===== config.mk =====
export PLATFORM = sky130hd
export DESIGN_NAME = mac_cmd_sequencer_flat
export DESIGN_NICKNAME = d
export VERILOG_FILES = /design/src/rtl/mac_seq_pkg.sv /design/src/rtl/mac_cmd_sequencer_if.sv /design/src/rtl/mac_cmd_fifo.sv /design/src/rtl/mac_cmd_sequencer.sv /design/src/flat_wrapper.sv
export SDC_FILE = /design/constraint.sdc
export NUM_CORES = 1
export LEC_CHECK = 0
export ABC_AREA = 1
export BUFFER_PORTS_ARGS = -buffer_cell sky130_fd_sc_hd__buf_2
export CORE_UTILIZATION = 25
export DETAILED_ROUTE_END_ITERATION = 8
export GPL_TIMING_DRIVEN = 0
export PLACE_DENSITY = 0.48
export SLEW_MARGIN = 20
export SYNTH_ARGS = -nofsm -noshare
export SYNTH_HDL_FRONTEND = slang
export SYNTH_SLANG_ARGS = --single-unit

===== constraint.sdc =====
create_clock -name PCLK -period 7.2 [get_ports PCLK]
set_clock_uncertainty 0.15 [all_clocks]
set_input_delay 0.36 -clock PCLK [delete_from_list [all_inputs] [get_ports PCLK]]
set_output_delay 0.36 -clock PCLK [all_outputs]
set_load 0.005 [all_outputs]

===== src/rtl/mac_seq_pkg.sv =====
// Shared types and constants for the multiply-command sequencer.
package mac_seq_pkg;

    localparam int unsigned OPND_W     = 16;
    localparam int unsigned RES_W      = 32;
    localparam int unsigned CMD_ADDR_W = 32;

    typedef enum logic [1:0] {
        IDLE = 2'd0,
        RD   = 2'd1,
        WR   = 2'd2,
        RSP  = 2'd3
    } state_t;

    typedef struct packed {
        logic [CMD_ADDR_W-1:0] raddr1;
        logic [CMD_ADDR_W-1:0] raddr2;
        logic [CMD_ADDR_W-1:0] waddr;
    } cmd_t;

endpackage


===== src/rtl/mac_cmd_sequencer_if.sv =====
// Command, subsystem and response signals of the sequencer; slave is the sequencer's view.
interface mac_cmd_sequencer_if
    import mac_seq_pkg::*;
#(
    parameter int unsigned ADDR_W = 32,
    parameter int unsigned DEPTH  = 4
) ();
    localparam int unsigned CNT_W = $clog2(DEPTH) + 1;

    logic              cmd_valid;
    logic              cmd_ready;
    logic [ADDR_W-1:0] cmd_raddr1;
    logic [ADDR_W-1:0] cmd_raddr2;
    logic [ADDR_W-1:0] cmd_waddr;

    logic              PWRITE;
    logic [ADDR_W-1:0] Raddr1;
    logic [ADDR_W-1:0] Raddr2;
    logic [ADDR_W-1:0] Waddr;
    logic              reading_completed;
    logic              write_completed;
    logic [OPND_W-1:0] operand1;
    logic [OPND_W-1:0] operand2;
    logic [RES_W-1:0]  result;

    logic              rsp_valid;
    logic              rsp_ready;
    logic [OPND_W-1:0] rsp_op1;
    logic [OPND_W-1:0] rsp_op2;
    logic [RES_W-1:0]  rsp_result;
    logic              rsp_err;

    logic              busy;
    logic [CNT_W-1:0]  q_count;

    modport slave (
        input  cmd_valid, cmd_raddr1, cmd_raddr2, cmd_waddr,
        input  reading_completed, write_completed, operand1, operand2, result,
        input  rsp_ready,
        output cmd_ready, PWRITE, Raddr1, Raddr2, Waddr,
        output rsp_valid, rsp_op1, rsp_op2, rsp_result, rsp_err, busy, q_count
    );

    modport master (
        output cmd_valid, cmd_raddr1, cmd_raddr2, cmd_waddr,
        output reading_completed, write_completed, operand1, operand2, result,
        output rsp_ready,
        input  cmd_ready, PWRITE, Raddr1, Raddr2, Waddr,
        input  rsp_valid, rsp_op1, rsp_op2, rsp_result, rsp_err, busy, q_count
    );

endinterface


===== src/rtl/mac_cmd_fifo.sv =====
// Power-of-two command queue; pointers wrap naturally, count tracks occupancy.
module mac_cmd_fifo #(
    parameter  int unsigned DEPTH = 4,
    parameter  int unsigned WIDTH = 96,
    localparam int unsigned CNT_W = $clog2(DEPTH) + 1
) (
    input  logic             clk,
    input  logic             rst_n,
    input  logic             push,
    input  logic             pop,
    input  logic [WIDTH-1:0] wdata,
    output logic [WIDTH-1:0] rdata_c,
    output logic [CNT_W-1:0] count,
    output logic             full_c,
    output logic             empty_c
);
    localparam int unsigned PTR_W = $clog2(DEPTH);

    logic [WIDTH-1:0] mem [DEPTH];
    logic [PTR_W-1:0] wptr;
    logic [PTR_W-1:0] rptr;
    logic             do_push;
    logic             do_pop;

    assign full_c  = (count == CNT_W'(DEPTH));
    assign empty_c = (count == '0);
    assign do_push = push && !full_c;
    assign do_pop  = pop && !empty_c;
    assign rdata_c = mem[rptr];

    always_ff @(posedge clk or negedge rst_n) begin
        if (!rst_n) begin
            wptr  <= '0;
            rptr  <= '0;
            count <= '0;
        end else begin
            if (do_push) wptr <= wptr + PTR_W'(1);
            if (do_pop)  rptr <= rptr + PTR_W'(1);
            case ({do_push, do_pop})
                2'b10:   count <= count + CNT_W'(1);
                2'b01:   count <= count - CNT_W'(1);
                default: count <= count;
            endcase
        end
    end

    // Storage needs no reset: entries are only read after being written.
    always_ff @(posedge clk) begin
        if (do_push) mem[wptr] <= wdata;
    end

endmodule


===== src/rtl/mac_cmd_sequencer.sv =====
// Issues queued multiply commands to the subsystem one at a time and returns
// captured operands/result (or a timeout error) over a valid/ready response.
module mac_cmd_sequencer
    import mac_seq_pkg::*;
#(
    parameter int unsigned ADDR_W  = 32,
    parameter int unsigned DEPTH   = 4,
    parameter int unsigned TIMEOUT = 256
) (
    input logic                PCLK,
    input logic                PRESET,
    mac_cmd_sequencer_if.slave bus
);
    localparam int unsigned CNT_W = $clog2(DEPTH) + 1;
    localparam int unsigned TMR_W = (TIMEOUT > 0) ? $clog2(TIMEOUT + 1) : 1;
    localparam logic [TMR_W-1:0] TMR_LAST = (TIMEOUT > 0) ? TMR_W'(TIMEOUT - 1) : '0;
    localparam logic [TMR_W-1:0] TMR_MAX  = '1;

    state_t            state_q, state_d;
    logic [TMR_W-1:0]  timer_q, timer_d;
    logic              pwrite_q, pwrite_d;
    logic [ADDR_W-1:0] raddr1_q, raddr1_d;
    logic [ADDR_W-1:0] raddr2_q, raddr2_d;
    logic [ADDR_W-1:0] waddr_q, waddr_d;
    logic [OPND_W-1:0] op1_q, op1_d;
    logic [OPND_W-1:0] op2_q, op2_d;
    logic [RES_W-1:0]  res_q, res_d;
    logic              err_q, err_d;
    logic              rsp_valid_q, rsp_valid_d;

    cmd_t              push_data_c;
    cmd_t              head_c;
    logic              pop_c;
    logic              fifo_full_c;
    logic              fifo_empty_c;
    logic [CNT_W-1:0]  fifo_count;
    logic              expired_c;

    assign push_data_c.raddr1 = CMD_ADDR_W'(bus.cmd_raddr1);
    assign push_data_c.raddr2 = CMD_ADDR_W'(bus.cmd_raddr2);
    assign push_data_c.waddr  = CMD_ADDR_W'(bus.cmd_waddr);

    mac_cmd_fifo #(
        .DEPTH (DEPTH),
        .WIDTH ($bits(cmd_t))
    ) u_fifo (
        .clk     (PCLK),
        .rst_n   (PRESET),
        .push    (bus.cmd_valid),
        .pop     (pop_c),
        .wdata   (push_data_c),
        .rdata_c (head_c),
        .count   (fifo_count),
        .full_c  (fifo_full_c),
        .empty_c (fifo_empty_c)
    );

    assign expired_c = (TIMEOUT != 0) && (timer_q == TMR_LAST);

    // Next-state and next-register values; completion takes priority over expiry.
    always_comb begin
        state_d     = state_q;
        timer_d     = (timer_q == TMR_MAX) ? timer_q : timer_q + TMR_W'(1);
        pwrite_d    = pwrite_q;
        raddr1_d    = raddr1_q;
        raddr2_d    = raddr2_q;
        waddr_d     = waddr_q;
        op1_d       = op1_q;
        op2_d       = op2_q;
        res_d       = res_q;
        err_d       = err_q;
        rsp_valid_d = rsp_valid_q;
        pop_c       = 1'b0;

        case (state_q)
            IDLE: begin
                timer_d = '0;
                if (!fifo_empty_c) begin
                    pop_c    = 1'b1;
                    raddr1_d = ADDR_W'(head_c.raddr1);
                    raddr2_d = ADDR_W'(head_c.raddr2);
                    waddr_d  = ADDR_W'(head_c.waddr);
                    pwrite_d = 1'b0;
                    state_d  = RD;
                end
            end
            RD: begin
                if (bus.reading_completed) begin
                    op1_d    = bus.operand1;
                    op2_d    = bus.operand2;
                    pwrite_d = 1'b1;
                    timer_d  = '0;
                    state_d  = WR;
                end else if (expired_c) begin
                    op1_d       = '0;
                    op2_d       = '0;
                    res_d       = '0;
                    err_d       = 1'b1;
                    rsp_valid_d = 1'b1;
                    state_d     = RSP;
                end
            end
            WR: begin
                if (bus.write_completed) begin
                    res_d       = bus.result;
                    err_d       = 1'b0;
                    rsp_valid_d = 1'b1;
                    state_d     = RSP;
                end else if (expired_c) begin
                    res_d       = '0;
                    err_d       = 1'b1;
                    rsp_valid_d = 1'b1;
                    state_d     = RSP;
                end
            end
            RSP: begin
                timer_d = '0;
                if (bus.rsp_ready) begin
                    rsp_valid_d = 1'b0;
                    pwrite_d    = 1'b0;
                    state_d     = IDLE;
                end
            end
            default: state_d = IDLE;
        endcase
    end

    always_ff @(posedge PCLK or negedge PRESET) begin
        if (!PRESET) begin
            state_q     <= IDLE;
            timer_q     <= '0;
            pwrite_q    <= 1'b0;
            raddr1_q    <= '0;
            raddr2_q    <= '0;
            waddr_q     <= '0;
            op1_q       <= '0;
            op2_q       <= '0;
            res_q       <= '0;
            err_q       <= 1'b0;
            rsp_valid_q <= 1'b0;
        end else begin
            state_q     <= state_d;
            timer_q     <= timer_d;
            pwrite_q    <= pwrite_d;
            raddr1_q    <= raddr1_d;
            raddr2_q    <= raddr2_d;
            waddr_q     <= waddr_d;
            op1_q       <= op1_d;
            op2_q       <= op2_d;
            res_q       <= res_d;
            err_q       <= err_d;
            rsp_valid_q <= rsp_valid_d;
        end
    end

    assign bus.cmd_ready  = !fifo_full_c;
    assign bus.PWRITE     = pwrite_q;
    assign bus.Raddr1     = raddr1_q;
    assign bus.Raddr2     = raddr2_q;
    assign bus.Waddr      = waddr_q;
    assign bus.rsp_valid  = rsp_valid_q;
    assign bus.rsp_op1    = op1_q;
    assign bus.rsp_op2    = op2_q;
    assign bus.rsp_result = res_q;
    assign bus.rsp_err    = err_q;
    assign bus.busy       = (state_q != IDLE);
    assign bus.q_count    = fifo_count;

endmodule

===== src/flat_wrapper.sv =====
// flat-port wrapper written by rule: the top's interface ports become plain ports
module mac_cmd_sequencer_flat import mac_seq_pkg::*;
#(
    parameter int unsigned ADDR_W  = 32,
    parameter int unsigned DEPTH   = 4,
    parameter int unsigned TIMEOUT = 256
)
  (PCLK, PRESET, bus_cmd_valid, bus_cmd_raddr1, bus_cmd_raddr2, bus_cmd_waddr, bus_reading_completed, bus_write_completed, bus_operand1, bus_operand2, bus_result, bus_rsp_ready, bus_cmd_ready, bus_PWRITE, bus_Raddr1, bus_Raddr2, bus_Waddr, bus_rsp_valid, bus_rsp_op1, bus_rsp_op2, bus_rsp_result, bus_rsp_err, bus_busy, bus_q_count);
  mac_cmd_sequencer_if #(.ADDR_W(ADDR_W), .DEPTH(DEPTH)) bus_i ();
  input logic PCLK;
  input logic PRESET;
  input wire logic [$bits(bus_i.cmd_valid)-1:0] bus_cmd_valid;
  input wire logic [$bits(bus_i.cmd_raddr1)-1:0] bus_cmd_raddr1;
  input wire logic [$bits(bus_i.cmd_raddr2)-1:0] bus_cmd_raddr2;
  input wire logic [$bits(bus_i.cmd_waddr)-1:0] bus_cmd_waddr;
  input wire logic [$bits(bus_i.reading_completed)-1:0] bus_reading_completed;
  input wire logic [$bits(bus_i.write_completed)-1:0] bus_write_completed;
  input wire logic [$bits(bus_i.operand1)-1:0] bus_operand1;
  input wire logic [$bits(bus_i.operand2)-1:0] bus_operand2;
  input wire logic [$bits(bus_i.result)-1:0] bus_result;
  input wire logic [$bits(bus_i.rsp_ready)-1:0] bus_rsp_ready;
  output wire logic [$bits(bus_i.cmd_ready)-1:0] bus_cmd_ready;
  output wire logic [$bits(bus_i.PWRITE)-1:0] bus_PWRITE;
  output wire logic [$bits(bus_i.Raddr1)-1:0] bus_Raddr1;
  output wire logic [$bits(bus_i.Raddr2)-1:0] bus_Raddr2;
  output wire logic [$bits(bus_i.Waddr)-1:0] bus_Waddr;
  output wire logic [$bits(bus_i.rsp_valid)-1:0] bus_rsp_valid;
  output wire logic [$bits(bus_i.rsp_op1)-1:0] bus_rsp_op1;
  output wire logic [$bits(bus_i.rsp_op2)-1:0] bus_rsp_op2;
  output wire logic [$bits(bus_i.rsp_result)-1:0] bus_rsp_result;
  output wire logic [$bits(bus_i.rsp_err)-1:0] bus_rsp_err;
  output wire logic [$bits(bus_i.busy)-1:0] bus_busy;
  output wire logic [$bits(bus_i.q_count)-1:0] bus_q_count;
  assign bus_i.cmd_valid = bus_cmd_valid;
  assign bus_i.cmd_raddr1 = bus_cmd_raddr1;
  assign bus_i.cmd_raddr2 = bus_cmd_raddr2;
  assign bus_i.cmd_waddr = bus_cmd_waddr;
  assign bus_i.reading_completed = bus_reading_completed;
  assign bus_i.write_completed = bus_write_completed;
  assign bus_i.operand1 = bus_operand1;
  assign bus_i.operand2 = bus_operand2;
  assign bus_i.result = bus_result;
  assign bus_i.rsp_ready = bus_rsp_ready;
  assign bus_cmd_ready = bus_i.cmd_ready;
  assign bus_PWRITE = bus_i.PWRITE;
  assign bus_Raddr1 = bus_i.Raddr1;
  assign bus_Raddr2 = bus_i.Raddr2;
  assign bus_Waddr = bus_i.Waddr;
  assign bus_rsp_valid = bus_i.rsp_valid;
  assign bus_rsp_op1 = bus_i.rsp_op1;
  assign bus_rsp_op2 = bus_i.rsp_op2;
  assign bus_rsp_result = bus_i.rsp_result;
  assign bus_rsp_err = bus_i.rsp_err;
  assign bus_busy = bus_i.busy;
  assign bus_q_count = bus_i.q_count;
  mac_cmd_sequencer #(.ADDR_W(ADDR_W), .DEPTH(DEPTH), .TIMEOUT(TIMEOUT)) u_core (.PCLK(PCLK), .PRESET(PRESET), .bus(bus_i));
endmodule

# Yosys cells after proc, flatten, opt, wreduce, memory -nomap -nowiden
# Memory sizes are Yosys's and may differ from the RTL's. A register that Yosys moved wholly into a read port is not among the register bits.
# Cells that the tools add are included.
[op_classes]
addsub = 5
n_eq_ne = 12
n_mux = 33
bitwise = 1
reduce_logical = 20
[ops]
columns = ["op", "n"]
rows = [
  ["$mux W32", 3],
  ["$pmux W32 S2", 1],
  ["$mux W16", 3],
  ["$mux W9", 2],
  ["$pmux W9 S2", 1],
  ["$mux W1", 13],
  ["$mux W2", 5],
  ["$add A9 B1 Y9 const B", 1],
  ["$eq A9 B8 Y1 const B", 1],
  ["$eq A9 B9 Y1 const B", 1],
  ["$ne A2 B2 Y1 const B", 4],
  ["$pmux W2 S4", 1],
  ["$reduce_and A2 Y1", 4],
  ["$reduce_bool A2 Y1", 4],
  ["$eq A2 B2 Y1 const B", 3],
  ["$pmux W1 S3", 2],
  ["$pmux W3 S2", 1],
  ["$reduce_bool A3 Y1", 2],
  ["$add A2 B1 Y2 const B", 2],
  ["$eq A2 B1 Y1 const B", 2],
  ["$reduce_and A4 Y1", 1],
  ["$add A3 B1 Y3 const B", 1],
  ["$eq A3 B3 Y1 const B", 1],
  ["$logic_not A1 Y1", 3],
  ["8 further kinds", 9],
]
[totals]
register_bits = 85
ramBits = 384
in_bits = 166
output_inout_bits = 168
mem_count = 1
[memory_table]
columns = ["memory", "words", "word_bits", "read_ports", "rd_ports_with_merged_regs", "write_ports", "line_no", "rtl"]
rows = [
  ["u_core.u_fifo.mem", 4, 96, 1, 1, 1, "mac_cmd_fifo.sv:19", "logic [WIDTH-1:0] mem [DEPTH];"],
]

# Longest topological paths before layout
[logic_depth]
depth_word = 6
mapped_depth = 11

# Cells and area by module
# A second synthesis with hierarchy kept.
[unflattened]
hier_cells = 1973
hier_area_um2 = 22565.4
[modules_own_cells]
columns = ["module", "instances", "cells_each", "area_per_inst_um2"]
rows = [
  ["mac_cmd_fifo", 1, 1181, 15640.0],
  ["mac_cmd_sequencer", 1, 792, 6925.4],
]

# Worst setup path after synthesis
# No wires, ideal clock.
[synth_path]
kind = "reg2reg"
start = "register u_core.u_fifo.count[0]"
end = "memory u_core.u_fifo.mem[0][0] (enable)"
t_arrival_ns = 4.765
setup_slack_ns = 1.733
stages_incl_launch_ff = 5
period_less_slack_ns = 5.467
path_cell_list = "dfrtp_1 > inv_1 > nand3_1 > nand2_1 > nor2_1"
[synth_between]
elab_chain_cells = 5
[synth_lines]
columns = ["element", "line_no", "rtl"]
rows = [
  ["start: declaration", "mac_cmd_fifo.sv:13", "output logic [CNT_W-1:0] count,"],
  ["start signal: assignment", "mac_cmd_fifo.sv:40", "2'b10: count <= count + CNT_W'(1);"],
  ["start signal: assignment", "mac_cmd_fifo.sv:41", "2'b01: count <= count - CNT_W'(1);"],
  ["start signal: assignment", "mac_cmd_fifo.sv:42", "default: count <= count;"],
  ["$eq A3 B3 Y1", "mac_cmd_fifo.sv:25", "assign full_c = (count == CNT_W'(DEPTH));"],
  ["$logic_not A1 Y1", "n/a", ""],
  ["net bus_cmd_ready", "flat_wrapper.sv:22", "output wire logic [$bits(bus_i.cmd_ready)-1:0] bus_cmd_ready;"],
  ["$logic_and A1 B1 Y1", "mac_cmd_fifo.sv:27", "assign do_push = push && !full_c;"],
  ["$mux W1", "mac_cmd_fifo.sv:49", "if (do_push) mem[wptr] <= wdata;"],
  ["$mux W1 (not written as such)", "mac_cmd_fifo.sv:49", ""],
  ["end: declaration", "mac_cmd_fifo.sv:19", ""],
]
# The timed path passes the listed nets, and every way through them passes these cells.

# Worst setup path after layout
[layout_path]
start = "register u_core.u_fifo.count[0]"
end = "register u_core.u_fifo.count[2]"
[layout_between]
elab_chain_cells = 6
elab_cells_between_ends = 14
[layout_lines]
columns = ["element", "line_no", "rtl"]
rows = [
  ["$logic_not A3 Y1 (*)", "mac_cmd_fifo.sv:26", "assign empty_c = (count == '0);"],
  ["$mux W1 (*)", "mac_cmd_sequencer.sv:78", "if (!fifo_empty_c) begin"],
  ["$mux W1 (*)", "mac_cmd_sequencer.sv:75", "case (state_q)"],
  ["net u_core.pop_c", "mac_cmd_sequencer.sv:33", "logic pop_c;"],
  ["$logic_and A1 B1 Y1 (*)", "mac_cmd_fifo.sv:28", "assign do_pop = pop && !empty_c;"],
  ["$eq A2 B1 Y1 / $eq A2 B2 Y1 (equally long branches)", "mac_cmd_fifo.sv:39", "case ({do_push, do_pop})"],
  ["$pmux W3 S2 / $reduce_bool A2 Y1 (equally long branches)", "n/a", ""],
]
# The timed path passes the listed nets; every way through them passes the cells marked *.
# A chain may end at the register's enable or synchronous reset.

==> out/metrics.csv <==
stage,metric,value,unit
synth,mapped cell area,21800,um2
timing,Slew headroom,53.6,%
floorplanning,die height,297,um
min_path,Hold Crit Class,in2reg,
min_path,hold depth,5,
power_and_ir_drop,P_leak,11.9,nW
drt,Detail Route Antenna Nets,0,
cells_and_area,layout cell share with drive strength beyond 1,21.7,%
synth,synthesized flop and latch total,565,
synth,most area-hungry cell type in the Yosys netlist,edfxtp_1,
global_route,gr ovfl total,0,
timing,count of pins over their slew limit,0,
drt,TritonRoute pass-1 iters,5,
timing,FMAX,290,MHz
synth,commonest cells in the netlist,"nand2_1 (394), edfxtp_1 (384), nor2_1 (374)",
worst_setup_path,Worst EP required,7.52,ns
worst_setup_path,reg2reg start,u_core.u_fifo.count[0],
drt,Routed WL per cell,17.9,um
cts,CTS H-Tree Depth,3,
global_route,initial antenna violation count,11,
synth,synth top area cells,"edfxtp_1 (53%), dfrtp_1 (21%), nand2_1 (6.8%)",
floorplanning,area of the core,85700,um2
floorplanning,I/O Pins,334,
floorplanning,die area,88300,um2
placed_design,Detailed Place HPWL,43800,um
placed_design,routability cong.,0.865,
synth,fraction of the yosys area taken by sequential cells,73.7,%
floorplanning,Initial Util,25.4,%
cts,Root Buffer Master,clkbuf_16,
timing,Slew @ Worst Pin,0.695,ns
drt,final WL,65600,um
timing,Final WS setup,3.75,ns
power_and_ir_drop,peak supply drop,0.189,mV
cts,CTS sink count,565,
synth,"Top FF cell, synth",edfxtp_1,
drt,WL met3,3690,um
drt,met1 WL,29200,um
drt,1st-iter DRT viols,766,
timing,setup TNS,0,ns
cts,Max Buffers Root-to-Sink,3,
min_path,worst hold endpoint,u_core.bus.rsp_result[31],
worst_setup_path,crit path kind,reg2reg,
cells_and_area,synth-to-layout area growth,34.4,%
worst_setup_path,r2r setup slk,3.75,ns
drt,top sig layer,met5,
cts,Clock Pin Slew Worst Setup and Hold Paths,0.06,ns
synth,Yosys warning total,0,
synth,"EDFF count, synth",384,
timing,Final Critical Period,3.45,ns
cells_and_area,nets@finish,2630,
timing,unrepaired setup endpoints after global routing,no,
floorplanning,Die X,297,um
drt,DRC,0,
outcome,status,completed,
global_route,first-pass GRT wire length,98800,um
cts,total CTS buffers,68,
timing,fin crit share,47.9,%
synth,syn_area_per_cell,11.7,um2
synth,Mapped Nets,2042,
cts,worst skew pair latency,0.59,ns
cells_and_area,non-filler instance count after layout,3657,
cts,PostCTS Resize Cnt,0,
synth,most frequent cell after synthesis,nand2_1,
placed_design,input/output buffers,333,
worst_setup_path,crit-path max FO,10,
floorplanning,FP Rows,107,
placed_design,Place WS,3.68,ns
timing,Final setup viols,0,
drt,Via-to-Cell Ratio,4.32,
drt,met2 wire len,31200,um
worst_setup_path,R2R cell count,11,
synth,Yosys top cell area share,52.9,%
worst_setup_path,crit start category,flop,
power_and_ir_drop,PD cells,421,nW/um2
cts,CTS tree,yes,
min_path,HP Start,bus_write_completed,
worst_setup_path,crit path DAT,3.77,ns
timing,endpoints failing hold,0,
drt,vias,15782,
run,Max Cap Viol,0,
synth,Post-synth ARST share,32.0,%
global_route,vias in the first global route,16060,
worst_setup_path,Worst Setup End Kind,flop,
global_route,GRT Total Usage,14.7,%
synth,synthesized netlist cell count,1869,
synth,synth unique cells,27,
global_route,largest net degree at the start of global routing,73,
worst_setup_path,RR Endpoint,u_core.u_fifo.count[2],
placed_design,placed cell count,3368,
## layout by cell type, fill, tap and decap left out, types with 2 or more instances in the layout
cell type,synthesis,layout
o21ai_1,35,35
inv_6,0,4
buf_4,5,5
buf_16,0,8
clkbuf_8,0,2
nor2_2,2,2
inv_1,33,33
edfxtp_1,384,384
buf_2,33,365
a21oi_1,2,2
diode_2,0,3
buf_1,10,10
nor3_2,30,30
ha_1,6,6
buf_6,3,3
nand3_1,44,44
dfrtp_1,181,181
inv_2,5,5
xor2_1,3,3
clkinv_8,0,2
clkinvlp_4,0,4
o21ai_0,258,258
nor3_1,2,2
dlygate4sd3_1,0,163
nor2_1,374,370
clkbuf_1,51,62
nand4_1,5,5
bufinv_16,0,4
nand2_1,394,394
nand2_2,2,2
nor2_4,2,6
buf_12,0,14
clkinv_1,0,8
a31oi_1,2,2
clkbuf_16,0,73
clkinv_2,0,14
## registers in the layout, summed over array words and instances, names as in the netlist, 2 cells and up
name / flops
u_core.bus.rsp_op1: 16
u_core.bus.rsp_op2: 16
u_core.timer_q: 9
u_core.u_fifo.wptr: 2
u_core.state_q: 2
u_core.bus.rsp_result: 32
u_core.bus.Waddr: 32
u_core.u_fifo.rptr: 2
u_core.u_fifo.mem: 384
u_core.u_fifo.count: 3
u_core.bus.Raddr2: 32
u_core.bus.Raddr1: 32
## metal layers
metal  GRT usage, %  up-vias
met3           3.35      108
met1           18.9     7703
met5              0        -
li1               -     7538
met2           24.6      417
met4           4.37       16
## worst max-delay path by stage
stage                           start                        to  slack [ns]  depth (start not counted)
2_1_floorplan  u_core.u_fifo.count[0]   u_core.u_fifo.mem[0][0]        1.73                          4
3_3_place_gp   u_core.u_fifo.count[0]  u_core.u_fifo.mem[0][65]       -2.64                          4
3_5_place_dp   u_core.u_fifo.count[0]    u_core.u_fifo.count[2]        3.68                         11
4_1_cts        u_core.u_fifo.count[0]    u_core.u_fifo.count[2]        3.66                         11
5_1_grt        u_core.u_fifo.count[0]    u_core.u_fifo.count[2]        3.59                         11
6_report       u_core.u_fifo.count[0]    u_core.u_fifo.count[2]        3.75                         11
## cell type report
type,instances,area [um2]
fill,8579,56400
sequential,565,16100
multi-input combinational,1164,5150
timing repair buffer,518,3810
clock buffer,86,1900
tap,1144,1430
buffer,102,465
clock inverter,37,324
inverter,38,143
antenna,3,7.51
## what timing repair did
action,in CTS,in global routing
buffers inserted,0,0
endpoints found under the hold margin,616,0
hold buffers,163,0
## worst max-delay path, stage by stage, from the launching register on
cell and delay [ns]:
dfrtp_1 0.38, inv_1 0.10, nand3_1 0.26, nand2_2 0.44
inv_2 0.52, buf_2 0.37, ha_1 0.20, inv_1 0.06
fa_1 0.38, a21oi_1 0.15, o21ai_0 0.11, xor2_1 0.15
## through the flow
step	power, mW	hold slack, ns	area [um2]	utilization, %
finish	12.3	0.0886	29300	34.2
floorplan	7.06	-0.0856	21800	-
CTS	12.6	0.0415	29300	34.2
global route	13.2	0.0950	29300	34.2
global placement	8.93	0.306	24900	29.0
detailed placement	9.04	0.156	25400	29.7
## power by group
part	switching, mW	leakage (nW)	total, mW	internal (mW)
Sequential	0.342	5.72	4.78	4.43
Combinational	2.74	5.08	4.16	1.42
Clock	1.38	1.09	3.40	2.02
## kinds of logic after synthesis
kind of cell | Yosys count | share of synthesized area [%]
AO/OA/AOI/OAI | 297 | 6.83
adder cells (fa/ha/maj) | 7 | 0.436
buffers and inverters | 140 | 2.79
XOR/XNOR | 4 | 0.161
flip-flops | 565 | 73.7
AND/OR/NAND/NOR | 856 | 16.1
Power figures use the tool's default switching activity.
